<file path="config.mk">
export PLATFORM = sky130hd
export DESIGN_NAME = mem_read_arbiter
export DESIGN_NICKNAME = d
export VERILOG_FILES = /design/src/rtl/mem_read_arbiter.sv
export SDC_FILE = /design/constraint.sdc
export NUM_CORES = 1
export LEC_CHECK = 0
export ABC_CLOCK_PERIOD_IN_PS = 3400
export CORE_UTILIZATION = 39
export DETAILED_ROUTE_END_ITERATION = 12
export PLACE_DENSITY = 0.86
export SLEW_MARGIN = 20
export SYNTH_ARGS = -nofsm -noshare
export SYNTH_HDL_FRONTEND = slang
export SYNTH_SLANG_ARGS = --single-unit
</file>
<file path="constraint.sdc">
create_clock -name mclk -period 3.4 [get_ports mclk]
set_clock_uncertainty 0.15 [all_clocks]
set_input_delay 0.68 -clock mclk [delete_from_list [all_inputs] [get_ports mclk]]
set_output_delay 0.68 -clock mclk [all_outputs]
set_load 0.01 [all_outputs]
</file>
<file path="src/rtl/mem_read_arbiter.sv">
// rtl/mem_read_arbiter.sv - two-requester round-robin read arbiter with burst lock for a single-port RAM
// Grants are combinational; a tag shift register returns per-requester rvalid RD_LAT cycles later.
module mem_read_arbiter #(
   parameter int AW        = 8,
   parameter int DW        = 16,
   parameter int RD_LAT    = 1,
   parameter int MAX_BURST = 64
) (
   input  logic          mclk,
   input  logic          reset,
   input  logic          req0,
   input  logic [AW-1:0] addr0,
   input  logic          last0,
   output logic          gnt0,
   output logic          rvalid0,
   input  logic          req1,
   input  logic [AW-1:0] addr1,
   input  logic          last1,
   output logic          gnt1,
   output logic          rvalid1,
   output logic          mem_ena,
   output logic [AW-1:0] mem_addra,
   input  logic [DW-1:0] mem_douta,
   output logic [DW-1:0] rdata,
   output logic [1:0]    owner
);

   localparam logic [1:0] IDLE = 2'b00;
   localparam logic [1:0] OWN0 = 2'b01;
   localparam logic [1:0] OWN1 = 2'b10;

   localparam int CW = $clog2(MAX_BURST + 2);
   localparam logic [CW-1:0] BURST_MAX = CW'(MAX_BURST);
   localparam logic [CW-1:0] CNT_ONE   = CW'(1);

   logic [1:0]        state_q, state_d;
   logic              last_winner_q, last_winner_d;
   logic [CW-1:0]     cnt_q, cnt_d;
   logic [CW-1:0]     beat_n;
   logic [RD_LAT-1:0] tag_v_q, tag_v_d;
   logic [RD_LAT-1:0] tag_id_q, tag_id_d;

   logic              sel_v;
   logic              sel_id;
   logic [AW-1:0]     sel_addr;
   logic              sel_last;
   logic              own_id;
   logic              issue;

   assign own_id = (state_q == OWN1);
   assign beat_n = cnt_q + CNT_ONE;

   always_comb begin
      state_d       = state_q;
      last_winner_d = last_winner_q;
      cnt_d         = cnt_q;
      sel_v         = 1'b0;
      sel_id        = 1'b0;
      sel_addr      = '0;
      sel_last      = 1'b0;
      case (state_q)
         IDLE: begin
            // last_winner_q=1 means requester 1 won most recently, so 0 is favoured on a tie.
            if (req0 && (!req1 || last_winner_q)) begin
               sel_v    = 1'b1;
               sel_id   = 1'b0;
               sel_addr = addr0;
               sel_last = last0;
            end else if (req1) begin
               sel_v    = 1'b1;
               sel_id   = 1'b1;
               sel_addr = addr1;
               sel_last = last1;
            end
            if (sel_v) begin
               if (sel_last || (MAX_BURST == 1)) begin
                  last_winner_d = sel_id;
               end else begin
                  state_d = sel_id ? OWN1 : OWN0;
                  cnt_d   = CNT_ONE;
               end
            end
         end
         OWN0, OWN1: begin
            sel_id   = own_id;
            sel_v    = own_id ? req1 : req0;
            sel_addr = own_id ? addr1 : addr0;
            sel_last = own_id ? last1 : last0;
            // Bubble cycles (owner not requesting) leave the counter untouched.
            if (sel_v) begin
               if (sel_last || ((MAX_BURST != 0) && (beat_n == BURST_MAX))) begin
                  state_d       = IDLE;
                  last_winner_d = own_id;
                  cnt_d         = '0;
               end else begin
                  cnt_d = beat_n;
               end
            end
         end
         default: begin
            state_d = IDLE;
            cnt_d   = '0;
         end
      endcase
   end

   assign issue     = sel_v & ~reset;
   assign gnt0      = issue & ~sel_id;
   assign gnt1      = issue & sel_id;
   assign mem_ena   = issue;
   assign mem_addra = issue ? sel_addr : '0;
   assign owner     = state_q;
   assign rdata     = mem_douta;

   assign tag_v_d  = RD_LAT'({tag_v_q, issue});
   assign tag_id_d = RD_LAT'({tag_id_q, sel_id});

   assign rvalid0 = tag_v_q[RD_LAT-1] & ~tag_id_q[RD_LAT-1];
   assign rvalid1 = tag_v_q[RD_LAT-1] & tag_id_q[RD_LAT-1];

   always_ff @(posedge mclk or posedge reset) begin
      if (reset) begin
         state_q       <= IDLE;
         last_winner_q <= 1'b1;
         cnt_q         <= '0;
         tag_v_q       <= '0;
         tag_id_q      <= '0;
      end else begin
         state_q       <= state_d;
         last_winner_q <= last_winner_d;
         cnt_q         <= cnt_d;
         tag_v_q       <= tag_v_d;
         tag_id_q      <= tag_id_d;
      end
   end

endmodule

</file>
==> metrics.txt, run 1 <==
final instance area 0.001439 sq mm; register area share after synthesis 28.52%; max-slew violation total from the final report 0; cell family with most CP delay buffers and inverters; post-synth top area cell dfrtp_1; CTS max path bufs 2; Worst Path Max Fanout 6; crit-path max cell delay 550 ps; post-DR wirelength/cell 15.81 um; #FFs+latches synth 12; asr flop ratio synth 100.0%; hold-fix buffers at CTS 0; CP Buf/Inv Count 3; met2 usage 42.80%; Setup crit start kind flop; final wirelength 2973 um; met3 usage 9.322%; # diodes 0; Netlist Area Pre-Place 0.001057 sq mm; Power Density 759.4 mW/mm^2; Net Count, Synth 174; yosys warns 0; Worst-Margin Slew 501.4 ps; CP Class reg -> out; fmax 297.8 MHz; full die area 0.002923 sq mm; clock-pin slew on the worst setup and hold paths 90 ps; worst vdd ir 0.4942 mV; routed via count 1103; CTS sink cnt 12; Cells after Synth 132; most used routing layer met2; Root Driver clkbuf_4; drc violations 0; DRT iter0 DRCs 24; synthesis-to-finish area growth 36.09%; I/O Pins 69; First-pass DRT Iterations 4; Crit. End Element output pin; Overflow after GRT 0; htree depth 1; IO buf count 36; pin count of the biggest net entering global routing 15; Tot GR Track Use 22.21%; Synth cell types 34; M1 GR Usage 20.54%; CTS tree yes; Worst Path Arrival 2530 ps; number of antenna violations at the first check in global routing 0; most frequent cell after synthesis buf_4; Slew HR 66.54%; Die Y 54.07 um; Synth Area per Inst 8.010 sq um; Area after DPL 0.001338 sq mm; number of global-route vias before repair 1070; HPWL Detailed 2243 um; Fin. Hold Viols 0; slowest CP cell clkdlybuf4s50_1; nets@finish 201; num rows 18; Top cell by count, worst path inv_1; CTS Buf Count 3; number of synthesized flops with an enable pin 0; P_leak 0.6305 nW; Critical Path RT 2570 ps; final period utilization 98.77%; Worst Hold Class reg -> reg; Die W 54.07 um; first-pass GRT wire length 4629 um; share of cells above drive strength 1 11.39%; min Tclk post-route 3358 ps; top cell type's share of synthesized area 26.04%; clk_lat worst skew 280 ps; synth top area cells dfrtp_1 (26%), buf_4 (11%), a22oi_1 (5.7%); gp weighted congestion 0.8153; top_reg_cell synth dfrtp_1; Final ANT Viol Nets 0; status finished clean; endpoints failing setup 0; hold_ws 432.9 ps; Max-Cap Viols 0; core area 0.002522 sq mm; vias per inst 5.867; commonest cells in the netlist buf_4 (16), inv_1 (12), nand2_1 (12), nor2_1 (12), dfrtp_1 (11); Initial Util 41.91%; CP cell instances inv_1, ha_1, nand2_2, inv_1, o21ai_0, a211o_2, nor2_1, clkdlybuf4s50_1
-- layout make-up --
| class | count | area, sq um |
|---|---|---|
| Fill cell | 240 | 1084 |
| Multi-Input combinational cell | 90 | 623.1 |
| Clock buffer | 4 | 36.28 |
| Timing Repair Buffer | 40 | 395.4 |
| Sequential cell | 12 | 301.5 |
| Tap cell | 30 | 37.54 |
| Inverter | 12 | 45.04 |
-- flip-flops by register name, summed over array words and instances (netlist names) --
signal         cells
tag_v_q            1
last_winner_q      1
cnt_q              7
owner              2
tag_id_q           1
-- report_power, final --
part	internal [mW]	switching, mW
registers	0.186	0.0373
clock network	0.0652	0.0545
logic	0.346	0.403
-- worst paths after layout --
kind,start,endpoint,slack [ps],cells past startpoint
max,owner[0],mem_addra[1],40,8
min,cnt_q[1],cnt_q[1],430,2
max reg2reg,owner[0],cnt_q[3],1000,7
min reg2reg,cnt_q[1],cnt_q[1],430,2
max in group asynchronous,reset,last_winner_q,2100,2
min in group asynchronous,reset,tag_v_q,640,2
-- worst register-to-register path, stage by stage (launching register included) --
cell and delay (ps):
dfrtp_1 400, inv_1 160, ha_1 280, mux2i_1 300, o311ai_2 150, o22ai_2 320, nand2_1 230, o32ai_1 300
-- per-stage QoR --
stage	setup TNS, ps	util [%]	power, mW	cells	setup slack, ps
floorplan	0	-	0.6759	132	781.1
global placement	0	53.03	0.8636	181	73.17
detailed placement	-2.157	53.03	0.8839	181	-2.157
CTS	0	55.65	1.036	188	27.37
global route	-235.8	57.04	1.174	188	-47.62
finish	0	57.04	1.093	188	41.96
-- what timing repair did --
item | 4_1_cts | 5_1_grt
pin swaps | 1 | 0
setup buffers | 2 | 0
cloned | 1 | 0
gates resized for setup | 3 | 7
endpoints found under the setup margin | 11 | 11
-- cell usage in the layout (no fill, tap or decap), types with 2 or more instances in the layout --
cell type	Yosys	layout
clkdlybuf4s50_1	0	34
inv_1	12	12
nor2_1	12	12
dfrtp_1	11	11
nand2_1	12	9
a22oi_1	8	8
nand3_1	6	6
mux2i_1	5	5
o21ai_0	5	5
nand2b_1	5	4
buf_4	16	4
a211o_1	3	3
o22ai_1	3	3
nand2_2	0	3
a21oi_1	3	3
a31oi_1	3	3
ha_1	4	3
clkbuf_4	0	3
or3_1	2	2
nor3_1	2	2
o31ai_1	2	2
nor2b_1	2	2
dlymetal6s2s_1	0	2
-- kinds of logic after synthesis --
kind of cell	after synthesis	synth area share [%]
buffers and inverters	31	16.80
and+or+nand+nor	45	20.12
adders and majority gates	4	4.734
muxes	6	5.799
AOI/OAI and AO/OA	34	24.02
DFF	12	28.52
-- metal layers --
| metal | wire length [um] | up-vias |
|---|---|---|
| li1 | - | 511 |
| met1 | 988 | 513 |
| met2 | 1571 | 67 |
| met3 | 306 | 12 |
| met4 | 106 | 0 |
| met5 | 0 | - |
Note: power is estimated with default switching activity, not from simulation.
==> run 2: changes to the inputs <==
--- a/config.mk
+++ b/config.mk
@@ -9,6 +9,7 @@
 export CORE_UTILIZATION = 39
 export DETAILED_ROUTE_END_ITERATION = 12
 export PLACE_DENSITY = 0.86
+export RECOVER_POWER = 100
 export SLEW_MARGIN = 20
 export SYNTH_ARGS = -nofsm -noshare
 export SYNTH_HDL_FRONTEND = slang
==> metrics.txt, run 2 (same netlist as run 1, synthesis figures left out) <==
Worst Path Arrival 2530 ps; PnR worst setup slack 41.96 ps; Worst Hold Class reg -> reg; clk_lat worst skew 280 ps; DRT iter0 DRCs 24; Fillers 240; min-delay src cnt_q[1]; commonest non-fill, non-tap cell in the layout clkdlybuf4s50_1; Overflow after GRT 0; Slew HR 66.56%; Crit. End Element output pin; setup TNS 0 ps; nets@finish 201; Die Y 54.07 um; max reg flops 7; vias per inst 5.867; HPWL Detailed 2243 um; CTS max path bufs 2; Initial Util 41.91%; drc violations 0; Worst Path Max Fanout 6; placed cells 181; first-pass GRT wire length 4629 um; RR Startpoint owner[0]; hold_ws 432.9 ps; Final Power 1.093 mW; CTS Buf Count 3; core area 0.002522 sq mm; number of global-route vias before repair 1070; Setup crit start kind flop; pre-CTS WS -2.157 ps; post-DR wirelength/cell 15.81 um; fmax 297.8 MHz; pin count of the biggest net entering global routing 15; full die area 0.002923 sq mm; number of antenna violations at the first check in global routing 0; min Tclk post-route 3358 ps; Root Driver clkbuf_4; clock-pin slew on the worst setup and hold paths 90 ps; final wirelength 2972 um; routed via count 1103; First-pass DRT Iterations 4; P_leak 0.6307 nW; Core Util, Final 57.04%; gp weighted congestion 0.8153; IO buf count 36; # diodes 0; worst vdd ir 0.4942 mV; Fin. Hold Viols 0; highest-count cells in the layout ignoring fill and taps clkdlybuf4s50_1 (33), inv_1 (12), nor2_1 (12), dfrtp_1 (11), nand2_1 (9); max-slew violation total from the final report 0; endpoints failing setup 0; share of cells above drive strength 1 11.39%; Tot GR Track Use 22.21%; CTS tree yes; Worst-Margin Slew 501.0 ps; I/O Pins 69; CP Class reg -> out; CTS sink cnt 12; Power Density 759.3 mW/mm^2; final period utilization 98.77%; Final ANT Viol Nets 0; htree depth 1; Layout Cells excl Fill 188; num rows 18; synthesis-to-finish area growth 36.09%; Reg with most FFs cnt_q; Max-Cap Viols 0; Crit. Startpoint owner[0]; Die W 54.07 um; Critical Path RT 2570 ps; status finished clean; Area after DPL 0.001338 sq mm; final instance area 0.001439 sq mm
-- run 2: cell count changes in the layout (fill, tap and decap cells not counted), sizes merged --
| cell | before | now |
|---|---|---|
| clkdlybuf4s50 | 34 | 33 |
| dlygate4sd3 | 0 | 1 |
-- run 2: area by class of cell --
class                      instances  area (sq um)  area share (%)
inverter                          12         45.04           3.130
tap                               30         37.54           2.609
clock buffer                       4         36.28           2.522
multi-input combinational         90         623.1           43.30
timing repair buffer              40         395.4           27.48
sequential                        12         301.5           20.96
-- run 2: critical path, stage by stage, from the launching register on --
cell and delay (ps):
dfrtp_1 400, inv_1 160, ha_1 280, nand2_2 120, inv_1 60, o21ai_0 140
a211o_2 390, nor2_1 130, clkdlybuf4s50_1 550
-- run 2: where the power goes --
part	switching, mW	internal, mW	leakage [nW]
combinational	0.403	0.346	0.453
sequential	0.0373	0.186	0.156
clock	0.0545	0.0652	0.0210
total	0.495	0.597	0.631
-- run 2: worst paths after layout --
path,slack (ps),cells past startpoint,endpoint
max,40,8,mem_addra[1]
min,430,2,cnt_q[1]
max reg2reg,1000,7,cnt_q[3]
min reg2reg,430,2,cnt_q[1]
max in group asynchronous,1980,2,last_winner_q
min in group asynchronous,770,2,tag_v_q
-- run 2: repair_timing --
action	in CTS	in global routing
setup endpoints to repair	11	11
pin swaps	1	0
setup buffers	2	0
hold buffers	0	0
gates cloned	1	0
gates resized for setup	3	7
-- run 2: layer usage --
layer	track usage, %	part of all wire, %	routed length (um)
met5	0	0	0
met4	7.692	3.6	106
met3	9.322	10	306
met2	42.80	53	1571
met1	20.54	33	987
==> run 3: changes to the inputs <==
--- a/config.mk
+++ b/config.mk
@@ -6,6 +6,7 @@
 export NUM_CORES = 1
 export LEC_CHECK = 0
 export ABC_CLOCK_PERIOD_IN_PS = 3400
+export CAP_MARGIN = 30
 export CORE_UTILIZATION = 39
 export DETAILED_ROUTE_END_ITERATION = 12
 export PLACE_DENSITY = 0.86
==> results of run 3 <==
No change in the layout: final DEF, timing and power equal those of run 2.
==> variant (settings of run 3) <==
Set the parameter `DW` to 18 (it was 16).
--- a/src/rtl/mem_read_arbiter.sv
+++ b/src/rtl/mem_read_arbiter.sv
@@ -2,7 +2,7 @@
 // Grants are combinational; a tag shift register returns per-requester rvalid RD_LAT cycles later.
 module mem_read_arbiter #(
    parameter int AW        = 8,
-   parameter int DW        = 16,
+   parameter int DW        = 18,
    parameter int RD_LAT    = 1,
    parameter int MAX_BURST = 64
 ) (
Interface: changed (resized mem_douta and rdata); port bits go from 69 to 73. The function was not compared with the original's and may differ.
==> variant against run 3 <==
Combinational power decreased by 3.1%. Sequential cell count stayed put. Area after synthesis rose by 1.4%. Sequential share of layout area down 0.054 points. Count of clock-buffer cells in the layout unchanged. Fmax is 2.4% higher. Power shrank 3.8%. Wire length fell by 4.3%. Final area up 0.26%. Setup slack gained 0.079 ns. Largest power group unchanged. Highest routed layer unchanged.
==> variant: results <==
metrics = {
    "critical_path": {
        "path_max_fanout": 9,
        "worstRegToRegCells": 7,
        "required_ns": 2.57,
        "ff2ff_setup_slack_ns": 1.03,
        "r2r_end": "cnt_q[3]",
    },
    "clock_network": {
        "cts-root-buf": "clkbuf_4",
        "cts_setup_buffers": 0,
        "clk_latency_ns": 0.28,
        "numCtsBuffers": 3,
        "post_cts_resized": 3,
        "htreeDepth": 1,
        "path_clk_slew_ns": 0.09,
    },
    "pwr": {
        "p_leak_uw": 0.000695,
        "irDropWorstVdd_mv": 0.422,
        "intPower_uw": 573,
    },
    "logic_synthesis": {
        "synthCells": 134,
        "synth.net_count": 178,
        "yosysSeqAreaShare_pct": 28.1,
        "yosysWarnings": 0,
        "synth_area_leaders": "dfrtp_1 26%, buf_4 13%, a22oi_1 5.6%, ha_1 4.7%, mux2i_1 4.7%",
        "ys_async_sr_fraction_pct": 100,
        "synth_common_cells": "18 x buf_4, 12 x inv_1, 12 x nand2_1, 12 x nor2_1, 11 x dfrtp_1",
    },
    "placed_design": {
        "dp.cells": 182,
        "place_ws_ns": -0.0331,
        "gp_congestion": 0.783,
        "placed_area_um2": 1350,
        "dp_hpwl_mm": 2.17,
    },
    "grt": {
        "grtUsageTotal_pct": 21.1,
        "grt_pass1_vias": 1041,
        "grt_max_degree": 15,
        "grt_pass1_wl_mm": 4.47,
        "antenna_found_initial": 0,
    },
    "worst_hold_path": {
        "hold_depth": 2,
        "hold_end": "cnt_q[5]",
        "min_from": "cnt_q[5]",
    },
    "detailed_routing": {
        "viasPerCell": 5.61,
        "first_pass_iters": 4,
        "dr.first_iter.drc_count": 27,
        "routed_wl_mm": 2.85,
    },
    "layout": {
        "final_nets": 204,
        "num_antenna_cells": 0,
        "largest_reg_flops": 7,
        "stdcell_count": 189,
        "layout-drive-gt1-share_pct": 11.3,
    },
    "status": {
        "run_status": "completed",
    },
    "sta": {
        "timing.hold.ws_ns": 0.421,
        "relSlewSlack_pct": 67.4,
    },
}
variant: cells by family (layout without fill, tap and decap cells):
group                    Yosys count  count (layout)  synth area share (%)
flip-flops                        12              12                  28.1
adder cells (fa/ha/maj)            4               4                  4.67
AO/OA/AOI/OAI                     34              34                  23.7
multiplexers                       6               6                  5.72
AND/OR/NAND/NOR                   45              45                  19.8
buffers and inverters             33              58                  18.0
variant: how the worst max path moves through the flow:
stage              from           end  slack [ns]  cells after the start
2_1_floorplan  owner[1]  mem_addra[0]        0.78                      8
3_3_place_gp       req1  mem_addra[5]        0.09                      7
3_5_place_dp       req1  mem_addra[5]       -0.03                      7
4_1_cts        owner[1]          gnt1        0.03                      8
5_1_grt        owner[0]  mem_addra[2]      -0.007                      8
6_report       owner[0]          gnt0        0.12                      8
variant: power groups by stage:
stage / sequential [µW] / clock (µW) / combinational (µW)
6_report: 227 / 97.5 / 726
5_1_grt: 234 / 105 / 797
4_1_cts: 224 / 100 / 700
3_5_place_dp: 226 / 0 / 666
3_3_place_gp: 223 / 0 / 644
2_1_floorplan: 222 / 0 / 456
variant: area by class of cell:
type	count	area [µm²]
multi-input combinational	89	612
sequential	12	302
clock buffer	4	26.3
timing repair buffer	42	420
inverter	12	45.0
fill	236	1100
tap	30	37.5
variant: worst max-delay path: stages (launching register included):
cell,delay (ns)
dfrtp_1,0.39
inv_1,0.11
ha_1,0.25
nand2b_1,0.21
nand2b_1,0.09
nand2_1,0.08
a211o_4,0.39
nor2_1,0.10
clkdlybuf4s50_1,0.55
variant: layer usage:
layer	vias up	GRT usage (%)	wire [µm]
li1	512	-	-
met4	0	3.42	29
met3	6	6.39	227
met1	490	21.6	1060
met5	-	0	0
met2	52	41.7	1530
